File: src/rtl/mul_share_sched_pkg.sv
// mul_share_sched_pkg: shared widths, pipeline latency and requester index type
package mul_share_sched_pkg;
   localparam int A_W = 16;
   localparam int B_W = 8;
   localparam int P_W = 25;
   localparam int LAT = 3;
   localparam int MAX_NREQ = 4;
   typedef logic [$clog2(MAX_NREQ)-1:0] req_idx_t;
endpackage

File: src/rtl/mul_share_sched_if.sv
// mul_share_sched_if: per-requester operand/result handshakes plus the shared product bus
interface mul_share_sched_if #(parameter int NREQ = 2);
   import mul_share_sched_pkg::*;
   logic [NREQ-1:0] req_valid;
   logic [NREQ-1:0] req_ready;
   logic [NREQ*A_W-1:0] req_a;
   logic [NREQ*B_W-1:0] req_b;
   logic [NREQ-1:0] rsp_valid;
   logic [NREQ-1:0] rsp_ready;
   logic signed [P_W-1:0] rsp_p;
   logic busy;
   modport master (
      output req_valid, req_a, req_b, rsp_ready,
      input  req_ready, rsp_valid, rsp_p, busy
   );
   modport slave (
      input  req_valid, req_a, req_b, rsp_ready,
      output req_ready, rsp_valid, rsp_p, busy
   );
endinterface

File: src/rtl/mul_share_sched_mul.sv
// TOP_mul_mul_16s_8ns_25_4_1: signed x unsigned multiplier, NUM_STAGE-1 register stages gated by ce
module TOP_mul_mul_16s_8ns_25_4_1 #(
   parameter int ID = 1,
   parameter int NUM_STAGE = 4,
   parameter int din0_WIDTH = 16,
   parameter int din1_WIDTH = 8,
   parameter int dout_WIDTH = 25
) (
   input  logic                  clk,
   input  logic                  reset,
   input  logic                  ce,
   input  logic [din0_WIDTH-1:0] din0,
   input  logic [din1_WIDTH-1:0] din1,
   output logic [dout_WIDTH-1:0] dout
);
   logic signed [din0_WIDTH-1:0] r_a;
   logic [din1_WIDTH-1:0] r_b;
   logic signed [dout_WIDTH-1:0] r_p [NUM_STAGE-2];
   logic signed [dout_WIDTH-1:0] w_a;
   logic signed [dout_WIDTH-1:0] w_b;
   logic w_unused;
   assign w_a = dout_WIDTH'(r_a);
   assign w_b = dout_WIDTH'({1'b0, r_b});
   assign dout = r_p[NUM_STAGE-3];
   assign w_unused = reset | (ID < 0);
   // data path carries no reset; stale contents are qualified by the caller's tags
   always_ff @(posedge clk) begin
      if (ce) begin
         r_a <= din0;
         r_b <= din1;
         r_p[0] <= w_a * w_b;
         for (int i = 1; i < NUM_STAGE - 2; i++) r_p[i] <= r_p[i-1];
      end
   end
endmodule

File: src/rtl/mul_share_sched.sv
// mul_share_sched: round-robin sharing of one pipelined multiplier among NREQ requesters
module mul_share_sched #(
   parameter int NREQ = 2,
   parameter int LAT = 3
) (
   input logic clk,
   input logic reset,
   mul_share_sched_if.slave bus
);
   import mul_share_sched_pkg::*;
   logic w_stall;
   logic w_ce;
   logic w_acc;
   logic w_gnt_any;
   logic [NREQ-1:0] w_gnt;
   logic [NREQ-1:0] w_rsp_v;
   req_idx_t w_gnt_id;
   req_idx_t r_last;
   logic [LAT-1:0] r_tag_v;
   req_idx_t r_tag_id [LAT];
   logic [A_W-1:0] w_a;
   logic [B_W-1:0] w_b;
   logic signed [P_W-1:0] w_p;
   assign w_rsp_v = r_tag_v[LAT-1] ? (NREQ'(1) << r_tag_id[LAT-1]) : '0;
   assign w_stall = |(w_rsp_v & ~bus.rsp_ready);
   assign w_ce = ~w_stall;
   assign w_gnt = (w_gnt_any & ~w_stall & ~reset) ? (NREQ'(1) << w_gnt_id) : '0;
   assign w_acc = |w_gnt;
   assign w_a = A_W'(bus.req_a >> (int'(w_gnt_id) * A_W));
   assign w_b = B_W'(bus.req_b >> (int'(w_gnt_id) * B_W));
   assign bus.req_ready = w_gnt;
   assign bus.rsp_valid = w_rsp_v;
   assign bus.rsp_p = w_p;
   assign bus.busy = |r_tag_v;
   // round-robin pick: the nearest valid requester after the last grant wins
   always_comb begin
      w_gnt_any = 1'b0;
      w_gnt_id = '0;
      for (int k = NREQ; k >= 1; k--) begin
         if (|(bus.req_valid & (NREQ'(1) << ((int'(r_last) + k) % NREQ)))) begin
            w_gnt_any = 1'b1;
            w_gnt_id = req_idx_t'((int'(r_last) + k) % NREQ);
         end
      end
   end
   // tag pipeline shadows the multiplier stages; the pointer moves only on an accept
   always_ff @(posedge clk) begin
      if (reset) begin
         r_tag_v <= '0;
         for (int i = 0; i < LAT; i++) r_tag_id[i] <= '0;
         r_last <= req_idx_t'(NREQ - 1);
      end else begin
         if (w_ce) begin
            r_tag_v <= {r_tag_v[LAT-2:0], w_acc};
            r_tag_id[0] <= w_gnt_id;
            for (int i = 1; i < LAT; i++) r_tag_id[i] <= r_tag_id[i-1];
         end
         if (w_acc) r_last <= w_gnt_id;
      end
   end
   TOP_mul_mul_16s_8ns_25_4_1 #(
      .ID(1),
      .NUM_STAGE(4),
      .din0_WIDTH(A_W),
      .din1_WIDTH(B_W),
      .dout_WIDTH(P_W)
   ) u_mul (
      .clk(clk),
      .reset(reset),
      .ce(w_ce),
      .din0(w_a),
      .din1(w_b),
      .dout(w_p)
   );
endmodule

File: src/flat_wrapper.sv
// flat-port wrapper written by rule: the top's interface ports become plain ports
module mul_share_sched_flat import mul_share_sched_pkg::*;
#(
   parameter int NREQ = 2,
   parameter int LAT = 3
)
  (clk, reset, bus_req_valid, bus_req_a, bus_req_b, bus_rsp_ready, bus_req_ready, bus_rsp_valid, bus_rsp_p, bus_busy);
  mul_share_sched_if #(.NREQ(NREQ)) bus_i ();
  input logic clk;
  input logic reset;
  input wire logic [$bits(bus_i.req_valid)-1:0] bus_req_valid;
  input wire logic [$bits(bus_i.req_a)-1:0] bus_req_a;
  input wire logic [$bits(bus_i.req_b)-1:0] bus_req_b;
  input wire logic [$bits(bus_i.rsp_ready)-1:0] bus_rsp_ready;
  output wire logic [$bits(bus_i.req_ready)-1:0] bus_req_ready;
  output wire logic [$bits(bus_i.rsp_valid)-1:0] bus_rsp_valid;
  output wire logic [$bits(bus_i.rsp_p)-1:0] bus_rsp_p;
  output wire logic [$bits(bus_i.busy)-1:0] bus_busy;
  assign bus_i.req_valid = bus_req_valid;
  assign bus_i.req_a = bus_req_a;
  assign bus_i.req_b = bus_req_b;
  assign bus_i.rsp_ready = bus_rsp_ready;
  assign bus_req_ready = bus_i.req_ready;
  assign bus_rsp_valid = bus_i.rsp_valid;
  assign bus_rsp_p = bus_i.rsp_p;
  assign bus_busy = bus_i.busy;
  mul_share_sched #(.NREQ(NREQ), .LAT(LAT)) u_core (.clk(clk), .reset(reset), .bus(bus_i));
endmodule
File: config.mk
export PLATFORM = sky130hd
export DESIGN_NAME = mul_share_sched_flat
export DESIGN_NICKNAME = d
export VERILOG_FILES = /design/src/rtl/mul_share_sched_pkg.sv /design/src/rtl/mul_share_sched_if.sv /design/src/rtl/mul_share_sched_mul.sv /design/src/rtl/mul_share_sched.sv /design/src/flat_wrapper.sv
export SDC_FILE = /design/constraint.sdc
export NUM_CORES = 1
export LEC_CHECK = 0
export ABC_AREA = 1
export BUFFER_PORTS_ARGS = -buffer_cell sky130_fd_sc_hd__buf_4
export CORE_UTILIZATION = 35
export CTS_BUF_LIST = sky130_fd_sc_hd__clkbuf_16
export CTS_CLUSTER_DIAMETER = 150
export DETAILED_ROUTE_END_ITERATION = 6
export PLACE_DENSITY_LB_ADDON = 0.3
export SLEW_MARGIN = 20
export SYNTH_ARGS = -nofsm -noshare
export SYNTH_HDL_FRONTEND = slang
export SYNTH_SLANG_ARGS = --single-unit
File: constraint.sdc
create_clock -name clk -period 6.22 [get_ports clk]
set_clock_uncertainty 0.1 [all_clocks]
set_input_delay 0 -clock clk [delete_from_list [all_inputs] [get_ports clk]]
set_output_delay 0 -clock clk [all_outputs]
set_load 0.05 [all_outputs]
Yosys cells after proc, flatten, opt, wreduce, memory -nomap -nowiden
Memories as Yosys holds them, arrays and structs flattened.
Cells that the tools add are included.
W data, S select, Z words.
{"block": "op_classes", "n_addsub": 2, "n_mul": 1, "shift": 6, "muxes": 14, "bitwise": 13, "n_reduce_logical": 5}
{"operator": "$shl A1 B32 Y2 const A", "count": 2}
{"operator": "$shr A32 B6 Y16", "count": 1}
{"operator": "$mul A16 B9 Y25", "count": 1}
{"operator": "$shr A16 B5 Y8", "count": 1}
{"operator": "$mux W2", "count": 7}
{"operator": "$reduce_or A2 Y1", "count": 4}
{"operator": "$mux W1", "count": 7}
{"operator": "$and A2 B2 Y2", "count": 3}
{"operator": "$shl A1 B2 Y2 const A", "count": 2}
{"operator": "$or A1 B1 Y1", "count": 3}
{"operator": "$reduce_or A3 Y1", "count": 1}
{"operator": "$add A1 B1 Y1 const B", "count": 2}
{"operator": "$and A1 B1 Y1", "count": 2}
{"operator": "$and A1 B1 Y1 const A", "count": 2}
{"operator": "$not A1 Y1", "count": 2}
{"operator": "$not A2 Y2", "count": 1}
{"block": "word_totals", "regBits": 28, "ramBits": 56, "input_bits": 54, "output_inout_bits": 30, "elab_cells": 47, "mem_count": 2}
{"name": "u_core.u_mul.r_p", "words": 2, "word_bits": 25, "rd": 2, "rd_ports_with_merged_regs": 0, "write_ports": 2, "line": "mul_share_sched_mul.sv:18", "rtl": "logic signed [dout_WIDTH-1:0] r_p [NUM_STAGE-2];"}
{"name": "u_core.r_tag_id", "words": 3, "word_bits": 2, "rd": 3, "rd_ports_with_merged_regs": 0, "write_ports": 3, "line": "mul_share_sched.sv:20", "rtl": "req_idx_t r_tag_id [LAT];"}

Longest topological paths before layout
Gate-level depths: netlist of the first run.
{"block": "logic_depth", "ltp_word": 11, "depth_mapped": 23, "depth_no_buf": 21}

Modules after synthesis
From an unflattened synthesis of the first run, not the netlist that was laid out.
{"block": "unflattened", "hier_cells": 1036, "hier_area_um2": 8459.4}
{"module": "TOP_mul_mul_16s_8ns_25_4_1", "instances": 1, "cells_each": 915, "area_per_inst_um2": 7746.2}
{"module": "mul_share_sched", "instances": 1, "cells_each": 121, "area_per_inst_um2": 713.2}

Worst setup path before layout of the first run
Ideal clock, no wire load.
{"block": "synth_path", "path_kind": "register to register", "start": "register u_core.u_mul.r_b[2]", "end": "memory u_core.u_mul.r_p[0][23] (data pin)", "setup_ns": 0.253, "arrival_ns": 4.076, "t_required_ns": 5.867, "slack_ns": 1.791, "stages_incl_launch_ff": 16, "path_buffers": 2, "synth_period_minus_slack_ns": 4.429, "path_cell_list": "edfxtp_1 -> clkbuf_1 -> clkbuf_1 -> nand2_1 -> fa_1 -> fa_1 -> fa_1 -> fa_1 -> inv_1 -> ha_1 -> nand2_1 -> nor2_1 -> and2_4 -> nand3b_4 -> nand4_1 -> nand2_1"}
{"element": "start: declaration", "line": "mul_share_sched_mul.sv:17", "rtl": "logic [din1_WIDTH-1:0] r_b;"}
{"element": "start signal: assignment", "line": "mul_share_sched_mul.sv:30", "rtl": "r_b <= din1;"}
{"element": "end: declaration", "line": "mul_share_sched_mul.sv:18"}

==> results.md, run 1 <==
- Status: completed
- Post-synthesis sequential area ratio: 28.8%
- Initial core utilization: 35.5%
- CTS tree: built
- Worst-path maximum fanout: 16
- Sequence of cells on the critical path: nand2_1 -> fa_1 -> inv_1 -> fa_1 -> fa_1 -> inv_1 -> fa_1 -> inv_1 -> ha_1 -> nand2_2 -> nor2_2 -> inv_1 -> nor2_2 -> nand3_1 -> nand4_1 -> nand2_1
- Critical path required time: ~6.2 ns
- Site Rows: 56
- Max-Cap Viols: 0
- Clk slew on worst S/H paths: 0.07 ns
- Actual slew at the worst max-slew pin: roughly 0.91 ns
- DIE HEIGHT: between 150 and 200 um
- Area delta synth->final: 18.2%
- Clk buf depth: 2
- First-pass GRT wire length: ~28 mm
- Initial antenna violation count: 0
- Seq. cell area: 0.00239 sq mm
- Routed WL: around 16 mm
- Area of the multi-input gates: between 0.004 and 0.005 sq mm
- Critical Path End Type: flip-flop
- Root Buffer: clkbuf_16
- Final Wtd Congestion: around 0.89
- Placed cell area: about 0.009 sq mm
- 1st-iter DRT viols: between 200 and 250
- Setup TNS: 0 ns
- Die Span X: 156 um
- Cts hold-fix bufs: 51
- Max Slew Vio Count: 0
- Synth cell types: 30
- CP max-delay cell: fa_1
- Most numerous cell in the Yosys netlist: nand2_1
- CTS H-tree lvls: 3
- Area leader, netlist: edfxtp_1
- Core area: around 0.023 sq mm
- Cells after Synth: approximately 1,000
- Vias/cell: approximately 4.2
- Io pins: 84
- Ratio of cells with drive above 1 in the final layout: between 10% and 20%
- Part of the cycle the worst path needs: around 80%
- Worst Hold Class: in2reg
- Vias in the first global route: around 6,000
- Gr ovfl total: 0
- Synth Warn #: 0
- Most common library cells after synthesis: nand2_1 (321), inv_1 (275), fa_1 (102), edfxtp_1 (77), ha_1 (50)
- CP max stage delay: around 0.75 ns
- Die ar.: around 0.024 sq mm
- Syn Nets: about 1,200
- Number of setup buffers added after CTS: 0
- ANT cells: 0
- Top FF cell, synth: edfxtp_1
- Post-synth top area share: 27.8%
- Clock sinks: between 80 and 90
- Worst setup SP type: flip-flop
- Number of port buffers: 83
- Worst EP arrival: around 4.9 ns
- Fin nets: between 1,000 and 1,500
- Final core utilization: 42.0%
- Synth Register Bits: just over 80
- CP Class: reg2reg
- Largest net degree at the start of global routing: 75
- Hold slack final: approximately 0.14 ns
- Residual DRC: 0
- DP Wirelength: approximately 13 mm
- Total Routing Usage GR: between 10% and 20%
- Mapped Area: ~0.0083 sq mm
- RSZ-0062 raised after global routing: no
- Asr flop ratio synth: 0%
- Syn Area/Cell: approximately 8.3 sq um
- CTS Buf Count: 9
- Rel. slew slack: 39.0%
- Vias: approximately 6,000
- Largest cells by area after synthesis: edfxtp_1 (28%), fa_1 (25%), nand2_1 (14%)
- Routed len/inst: roughly 12 um
- F_max: between 200 and 250 MHz
- Final Hold Viols: 0
- Post-synth EDFFs: between 70 and 80
- Final instance area: 0.00983 sq mm
- Worst skew pair latency: about 0.35 ns
- Setup Viol. Count Final: 0
- Fill cells: around 2,400
- PostCTS Resize Cnt: 0
- Tmin final: 4.85 ns
- ANT nets after route: 0
- Drt first pass iters: 4
-- cells by family (layout without fill, tap and decap cells) --
group / after synthesis / after routing / share of synthesized area (%)
compound gates: 21 / 21 / 1.48
xor+xnor: 13 / 13 / 1.37
fa+ha+maj: 152 / 152 / 32.1
buf+inv: 340 / 430 / 16.5
simple gates: 394 / 394 / 19.8
flops: 81 / 81 / 28.8
-- flip-flops by register name, indices dropped and copies added, names as in the netlist --
register and count:
u_core.u_mul.r_p 50, u_core.r_last 1, u_core.r_tag_v 3, u_core.u_mul.r_b 8, u_core.u_mul.r_a 16, u_core.r_tag_id 3
-- metrics by stage --
stage                     setup WS [ns]  std cells
after global placement             1.42       1343
after global routing               1.07       1410
after floorplan                    1.79       1001
after detailed placement           1.36       1343
final                              1.37       1410
after CTS                          1.37       1410
-- final timing paths --
kind / from / end / slack [ns] / cells after the start
worst max-delay path: u_core.u_mul.r_b[0]$_DFFE_PN_ / u_core.u_mul.r_p[0][21]$_DFFE_PN_ / 1.37 / 16
worst min-delay path: bus_rsp_ready[1] / u_core.r_tag_v[1]$_SDFFE_PP0N_ / 0.14 / 5
worst max register to register: u_core.u_mul.r_b[0]$_DFFE_PN_ / u_core.u_mul.r_p[0][21]$_DFFE_PN_ / 1.37 / 16
worst min register to register: u_core.u_mul.r_p[0][3]$_DFFE_PN_ / u_core.u_mul.r_p[0][28]$_DFFE_PN_ / 0.32 / 0
-- layout make-up --
class                      instances  area share (%)
clock buffer                       9            2.29
clock inverter                     7           0.777
inverter                         279            10.7
multi-input combinational        580            46.3
sequential                        81            24.3
tap                              319            4.06
timing repair buffer             135            11.6
-- critical path: cells and delay by family (launching register included) --
kind,cells,cell delay (ns)
adder cells (fa/ha/maj),5,2.61
AND/OR/NAND/NOR,7,0.94
flip-flops,1,0.72
buffers and inverters,4,0.24
-- layout by cell type, fill, tap and decap left out, types with 2 or more instances in the layout --
cell type	n
nand4_1	3
xor2_1	12
clkbuf_16	9
edfxtp_1	77
clkinvlp_4	2
a21oi_2	3
buf_4	84
nand3_2	6
dfxtp_1	4
fa_1	102
nand3b_1	3
inv_6	2
dlygate4sd3_1	51
nand2_2	9
ha_1	50
and2_1	2
o21ai_0	3
a21oi_1	12
nand3_1	21
inv_1	274
nand2_1	321
nor2_1	16
nor2_2	9
inv_2	4
o21bai_1	2
-- metal layers --
layer | GRT usage, % | vias up | part of all wire (%)
met5 | 0 | - | 0
met4 | 5.04 | 0 | 2.1
met3 | 2.92 | 24 | 4.5
met2 | 24.1 | 135 | 45
met1 | 19.1 | 2669 | 48
li1 | - | 3041 | -
Power of run 1 is left out: the tool's default activity adds up to more than one toggle a clock period on the data nets, which glitch-free logic cannot reach.
==> inputs of run 2 (changes only) <==
clock period = 4.7 ns   (was 6.22 ns; I/O delays follow)
==> results.md, run 2 (synthesized netlist as in run 1, its figures left out) <==
- Clk buf depth: 2 (unchanged)
- Gr ovfl total: 0 (unchanged)
- Largest register by flop count: u_core.u_mul.r_p
- Residual DRC: 0 (unchanged)
- ANT cells: 0 (unchanged)
- Io pins: 84 (unchanged)
- Hold slack final: 0.158 ns (+0.0160 ns)
- Clock sinks: 81 (unchanged)
- DIE HEIGHT: 156 um (unchanged)
- CTS H-tree lvls: 3 (unchanged)
- Setup Viol. Count Final: 0 (unchanged)
- Worst setup SP type: flip-flop
- Top flop regs: u_core.u_mul.r_p: 50 flops, u_core.u_mul.r_a: 16 flops, u_core.u_mul.r_b: 8 flops
- Number of port buffers: 83 (unchanged)
- Fill cells: 2,359 (-0.21%)
- FF-to-FF Start: u_core.u_mul.r_b[3]$_DFFE_PN_
- Tmin final: 4.42 ns (-0.423 ns)
- Core area: 0.0234 sq mm (unchanged)
- Drt first pass iters: 4 (unchanged)
- Most common cell after layout, fill and taps aside: nand2_1
- Initial antenna violation count: 0 (unchanged)
- Routed WL: 15.2 mm (-7.4%)
- Largest net degree at the start of global routing: 52 (-31%)
- Actual slew at the worst max-slew pin: 1.04 ns (+0.126 ns)
- Die Span X: 156 um (unchanged)
- Area delta synth->final: 20.0%
- 1st-iter DRT viols: 196 (-19%)
- CTS tree: built
- Routed len/inst: 10.7 um (-8.4%)
- CP Class: reg2reg
- Part of the cycle the worst path needs: 94.1% (+16 points)
- Reg2Reg Depth: 18 (+2)
- Vias: 5,894 (+0.43%)
- Max Slew Vio Count: 0 (unchanged)
- ANT nets after route: 0 (unchanged)
- Final Hold Viols: 0 (unchanged)
- Critical Path End Type: flip-flop
- Worst EP arrival: 4.42 ns (-0.43 ns)
- Site Rows: 56 (unchanged)
- Most frequent cells in the layout: nand2_1 (319), inv_1 (274), fa_1 (101), buf_4 (100), edfxtp_1 (77)
- Status: completed
- Fin nets: 1,308 (+1.2%)
- Area of the multi-input gates: 0.00456 sq mm (+0.22%)
- Worst Setup SP: u_core.u_mul.r_b[3]$_DFFE_PN_
- Max-Cap Viols: 0 (unchanged)
- Worst Hold Class: in2reg
- Vias/cell: 4.13 (-0.70%)
- RR Endpoint: u_core.u_mul.r_p[0][23]$_DFFE_PN_
- Critical path required time: 4.70 ns (-1.53 ns)
- Die ar.: 0.0244 sq mm (unchanged)
- Worst skew pair latency: 0.35 ns (about the same)
- Setup TNS: 0 ns (unchanged)
- Rel. slew slack: 30.6% (-8.4 points)
- DP Wirelength: 12.7 mm (-1.2%)
- Ratio of cells with drive above 1 in the final layout: 13.9% (+1.5 points)
- Clk slew on worst S/H paths: 0.06 ns (about the same)
- R2r setup slk: 0.28 ns (-1.10 ns)
- Final Wtd Congestion: 0.865 (-3.3%)
- CTS Buf Count: 9 (unchanged)
- CP Capture Point: u_core.u_mul.r_p[0][23]$_DFFE_PN_
- Worst-path maximum fanout: 6 (-10)
- Total Routing Usage GR: 13.9% (-0.78 points)
- Max reg flops: 50 (unchanged)
- Seq. cell area: 0.00239 sq mm (unchanged)
- F_max: 226 MHz (+9.6%)
- Vias in the first global route: 5,954 (-0.25%)
- First-pass GRT wire length: 26.8 mm (-4.2%)
- Initial core utilization: 35.5% (unchanged)
- Root Buffer: clkbuf_16
- RSZ-0062 raised after global routing: no
==> run 2: how the worst min path moves through the flow <==
stage,from,end,depth (start not counted)
2_1_floorplan,reset,u_core.r_tag_v[2]$_SDFFE_PP0N_,1
3_3_place_gp,reset,u_core.r_tag_v[2]$_SDFFE_PP0N_,2
3_5_place_dp,reset,u_core.r_tag_v[2]$_SDFFE_PP0N_,2
4_1_cts,bus_rsp_ready[0],u_core.r_tag_v[1]$_SDFFE_PP0N_,6
5_1_grt,bus_rsp_ready[0],u_core.r_tag_v[1]$_SDFFE_PP0N_,7
6_report,bus_rsp_ready[0],u_core.r_tag_v[1]$_SDFFE_PP0N_,7
==> run 2: metal layers <==
metal  vias to the layer above  wire (um)  GRT usage, %  part of all wire, %
met2                       108       6960          23.0                   46
met5                         -          0             0                    0
met1                      2703       7460          18.4                   49
met4                         0        262          4.34                  1.7
li1                       3068          -             -                    -
met3                        15        534          2.42                  3.5
==> run 2: critical path, cell delays in order (launching register included) <==
cell and delay, ns:
edfxtp_1 0.39, buf_4 0.18, nand2_2 0.09, fa_1 0.65, inv_1 0.11, fa_1 0.54
inv_1 0.05, fa_1 0.46, fa_1 0.54, inv_1 0.04, ha_1 0.37, nand2_1 0.12
inv_1 0.04, nand2_1 0.05, nand2_1 0.05, a21oi_1 0.19, nand3_2 0.09, nand2_1 0.06
nand2_1 0.05
==> run 2: final cells by class <==
cell class	count	share of cell area (%)
Multi-Input combinational cell	580	45.7
Timing Repair Buffer	151	12.6
Inverter	279	10.5
Clock buffer	9	2.26
Clock inverter	7	0.941
Tap cell	319	4.00
Sequential cell	81	24.0
==> run 2: what timing repair did <==
action / 4_1_cts / 5_1_grt
setup endpoints to repair: 0 / 7
buffers inserted: 0 / 7
hold buffers: 51 / 0
endpoints found under the hold margin: 31 / 0
gates resized for setup: 0 / 4
==> run 2: metrics by stage <==
step,utilization [%],setup slack (ns),instance area (sq um),instances
detailed placement,38.8,0.183,9080,1352
finish,42.6,0.277,9980,1426
global route,42.6,0.0301,9980,1426
global placement,38.8,0.197,9080,1352
floorplan,-,0.271,8310,1001
CTS,42.4,0.167,9910,1419
Power of run 2 is left out for the same reason.
==> inputs of run 3 (changes only) <==
PLACE_DENSITY_LB_ADDON = 0.2   (was 0.3)
==> results.md, run 3 (synthesized netlist as in run 1, its figures left out) <==
- Status: completed
- DIE HEIGHT: 156 um (unchanged)
- ANT nets after route: 0 (unchanged)
- Max Slew Vio Count: 0 (unchanged)
- Worst setup SP type: flip-flop
- Ratio of cells with drive above 1 in the final layout: 14.6% (+0.64 points)
- Tmin final: 4.48 ns (+0.0569 ns)
- Setup Viol. Count Final: 0 (unchanged)
- Most frequent cells in the layout: nand2_1 (320), inv_1 (274), buf_4 (104), fa_1 (100), edfxtp_1 (77)
- ANT cells: 0 (unchanged)
- Final core utilization: 42.8% (+0.16 points)
- F_max: 223 MHz (-1.3%)
- Core area: 0.0234 sq mm (unchanged)
- Max reg flops: 50 (unchanged)
- Die ar.: 0.0244 sq mm (unchanged)
- Area delta synth->final: 20.5%
- Site Rows: 56 (unchanged)
- Most common cell after layout, fill and taps aside: nand2_1
- Clk slew on worst S/H paths: 0.07 ns (about the same)
- Largest register by flop count: u_core.u_mul.r_p
- Vias in the first global route: 5,968 (+0.24%)
- Critical path required time: 4.70 ns (about the same)
- 1st-iter DRT viols: 211 (+7.7%)
- Total Routing Usage GR: 14.6% (+0.69 points)
- DP Wirelength: 13.1 mm (+3.3%)
- Initial antenna violation count: 0 (unchanged)
- Worst skew pair latency: 0.35 ns (about the same)
- Pre-CTS setup slack: 0.0697 ns (-0.114 ns)
- Largest net degree at the start of global routing: 53 (+1.9%)
- Gr ovfl total: 0 (unchanged)
- Rel. slew slack: 30.4% (-0.27 points)
- Number of port buffers: 83 (unchanged)
- Final Hold Viols: 0 (unchanged)
- Clk buf depth: 2 (unchanged)
- Root Buffer: clkbuf_16
- Hold slack final: 0.147 ns (-0.0109 ns)
- Routed len/inst: 11.3 um (+5.9%)
- Final Wtd Congestion: 0.865 (about the same)
- Worst Hold Class: in2reg
- CTS Buf Count: 9 (unchanged)
- CTS H-tree lvls: 3 (unchanged)
- Vias/cell: 4.16 (+0.61%)
- Setup ws final: 0.220 ns (-0.0569 ns)
- Io pins: 84 (unchanged)
- Top flop regs: u_core.u_mul.r_p: 50 flops, u_core.u_mul.r_a: 16 flops, u_core.u_mul.r_b: 8 flops
- Initial core utilization: 35.5% (unchanged)
- CTS tree: built
- Routed WL: 16.2 mm (+6.4%)
- Vias: 5,955 (+1.0%)
- Actual slew at the worst max-slew pin: 1.04 ns (+0.00248 ns)
- Critical Path End Type: flip-flop
- Worst-path maximum fanout: 8 (+2)
- Drt first pass iters: 4 (unchanged)
- Fin nets: 1,314 (+0.46%)
- Part of the cycle the worst path needs: 95.3% (+1.2 points)
- Fill cells: 2,387 (+1.2%)
- Worst EP arrival: 4.48 ns (+0.06 ns)
- CP Class: reg2reg
- First-pass GRT wire length: 28.1 mm (+4.7%)
- Residual DRC: 0 (unchanged)
- Clock sinks: 81 (unchanged)
- Final instance area: 0.0100 sq mm (+0.38%)
- Die Span X: 156 um (unchanged)
- Max-Cap Viols: 0 (unchanged)
- Placed cell area: 0.00910 sq mm (+0.17%)
-- run 3: path summary, 6_finish.rpt --
kind                               startpoint  cells past startpoint                                 to  slack, ns
max reg2reg     u_core.u_mul.r_b[3]$_DFFE_PN_                     18  u_core.u_mul.r_p[0][18]$_DFFE_PN_       0.22
min                          bus_rsp_ready[0]                      7     u_core.r_tag_v[1]$_SDFFE_PP0N_       0.15
min reg2reg  u_core.u_mul.r_p[0][6]$_DFFE_PN_                      0  u_core.u_mul.r_p[0][31]$_DFFE_PN_       0.32
max             u_core.u_mul.r_b[3]$_DFFE_PN_                     18  u_core.u_mul.r_p[0][18]$_DFFE_PN_       0.22
-- run 3: stage by stage --
stage          std cells  setup TNS (ns)
3_5_place_dp        1354               0
2_1_floorplan       1001               0
5_1_grt             1432         -0.0126
3_3_place_gp        1354               0
6_report            1432               0
4_1_cts             1421               0
-- run 3: final cells by class --
class                           count  area [sq um]  area share (%)
Tap cell                          319           399            3.99
Clock buffer                        9           225            2.25
Clock inverter                      7          71.3           0.712
Inverter                          279          1050            10.5
Timing Repair Buffer              157          1320            13.1
Sequential cell                    81          2390            23.9
Multi-Input combinational cell    580          4560            45.6
-- run 3: routing by layer --
metal	track usage, %	wire, um	part of all wire, %
met5	0	0	0
met4	5.04	385	2.4
met3	2.19	474	2.9
met2	23.9	7340	45
met1	19.5	7980	49
-- run 3: critical path: stages (launching register included) --
cell and delay, ns:
edfxtp_1 0.54, buf_4 0.21, nand2_1 0.05, inv_1 0.05, fa_1 0.51, fa_1 0.45, fa_1 0.55, inv_1 0.05
fa_1 0.52, inv_1 0.04, ha_1 0.38, nand2_2 0.13, inv_1 0.06, a21oi_2 0.17, inv_1 0.07, a21oi_1 0.16
nand2_1 0.07, nand2_1 0.06, nand2_1 0.07
-- run 3: what timing repair did --
| action | 4_1_cts | 5_1_grt |
|---|---|---|
| setup buffers | 0 | 11 |
| endpoints found under the setup margin | 0 | 9 |
| endpoints found under the hold margin | 31 | 0 |
| hold buffers | 51 | 0 |
| resized for setup | 0 | 5 |
Power of run 3 is left out for the same reason.
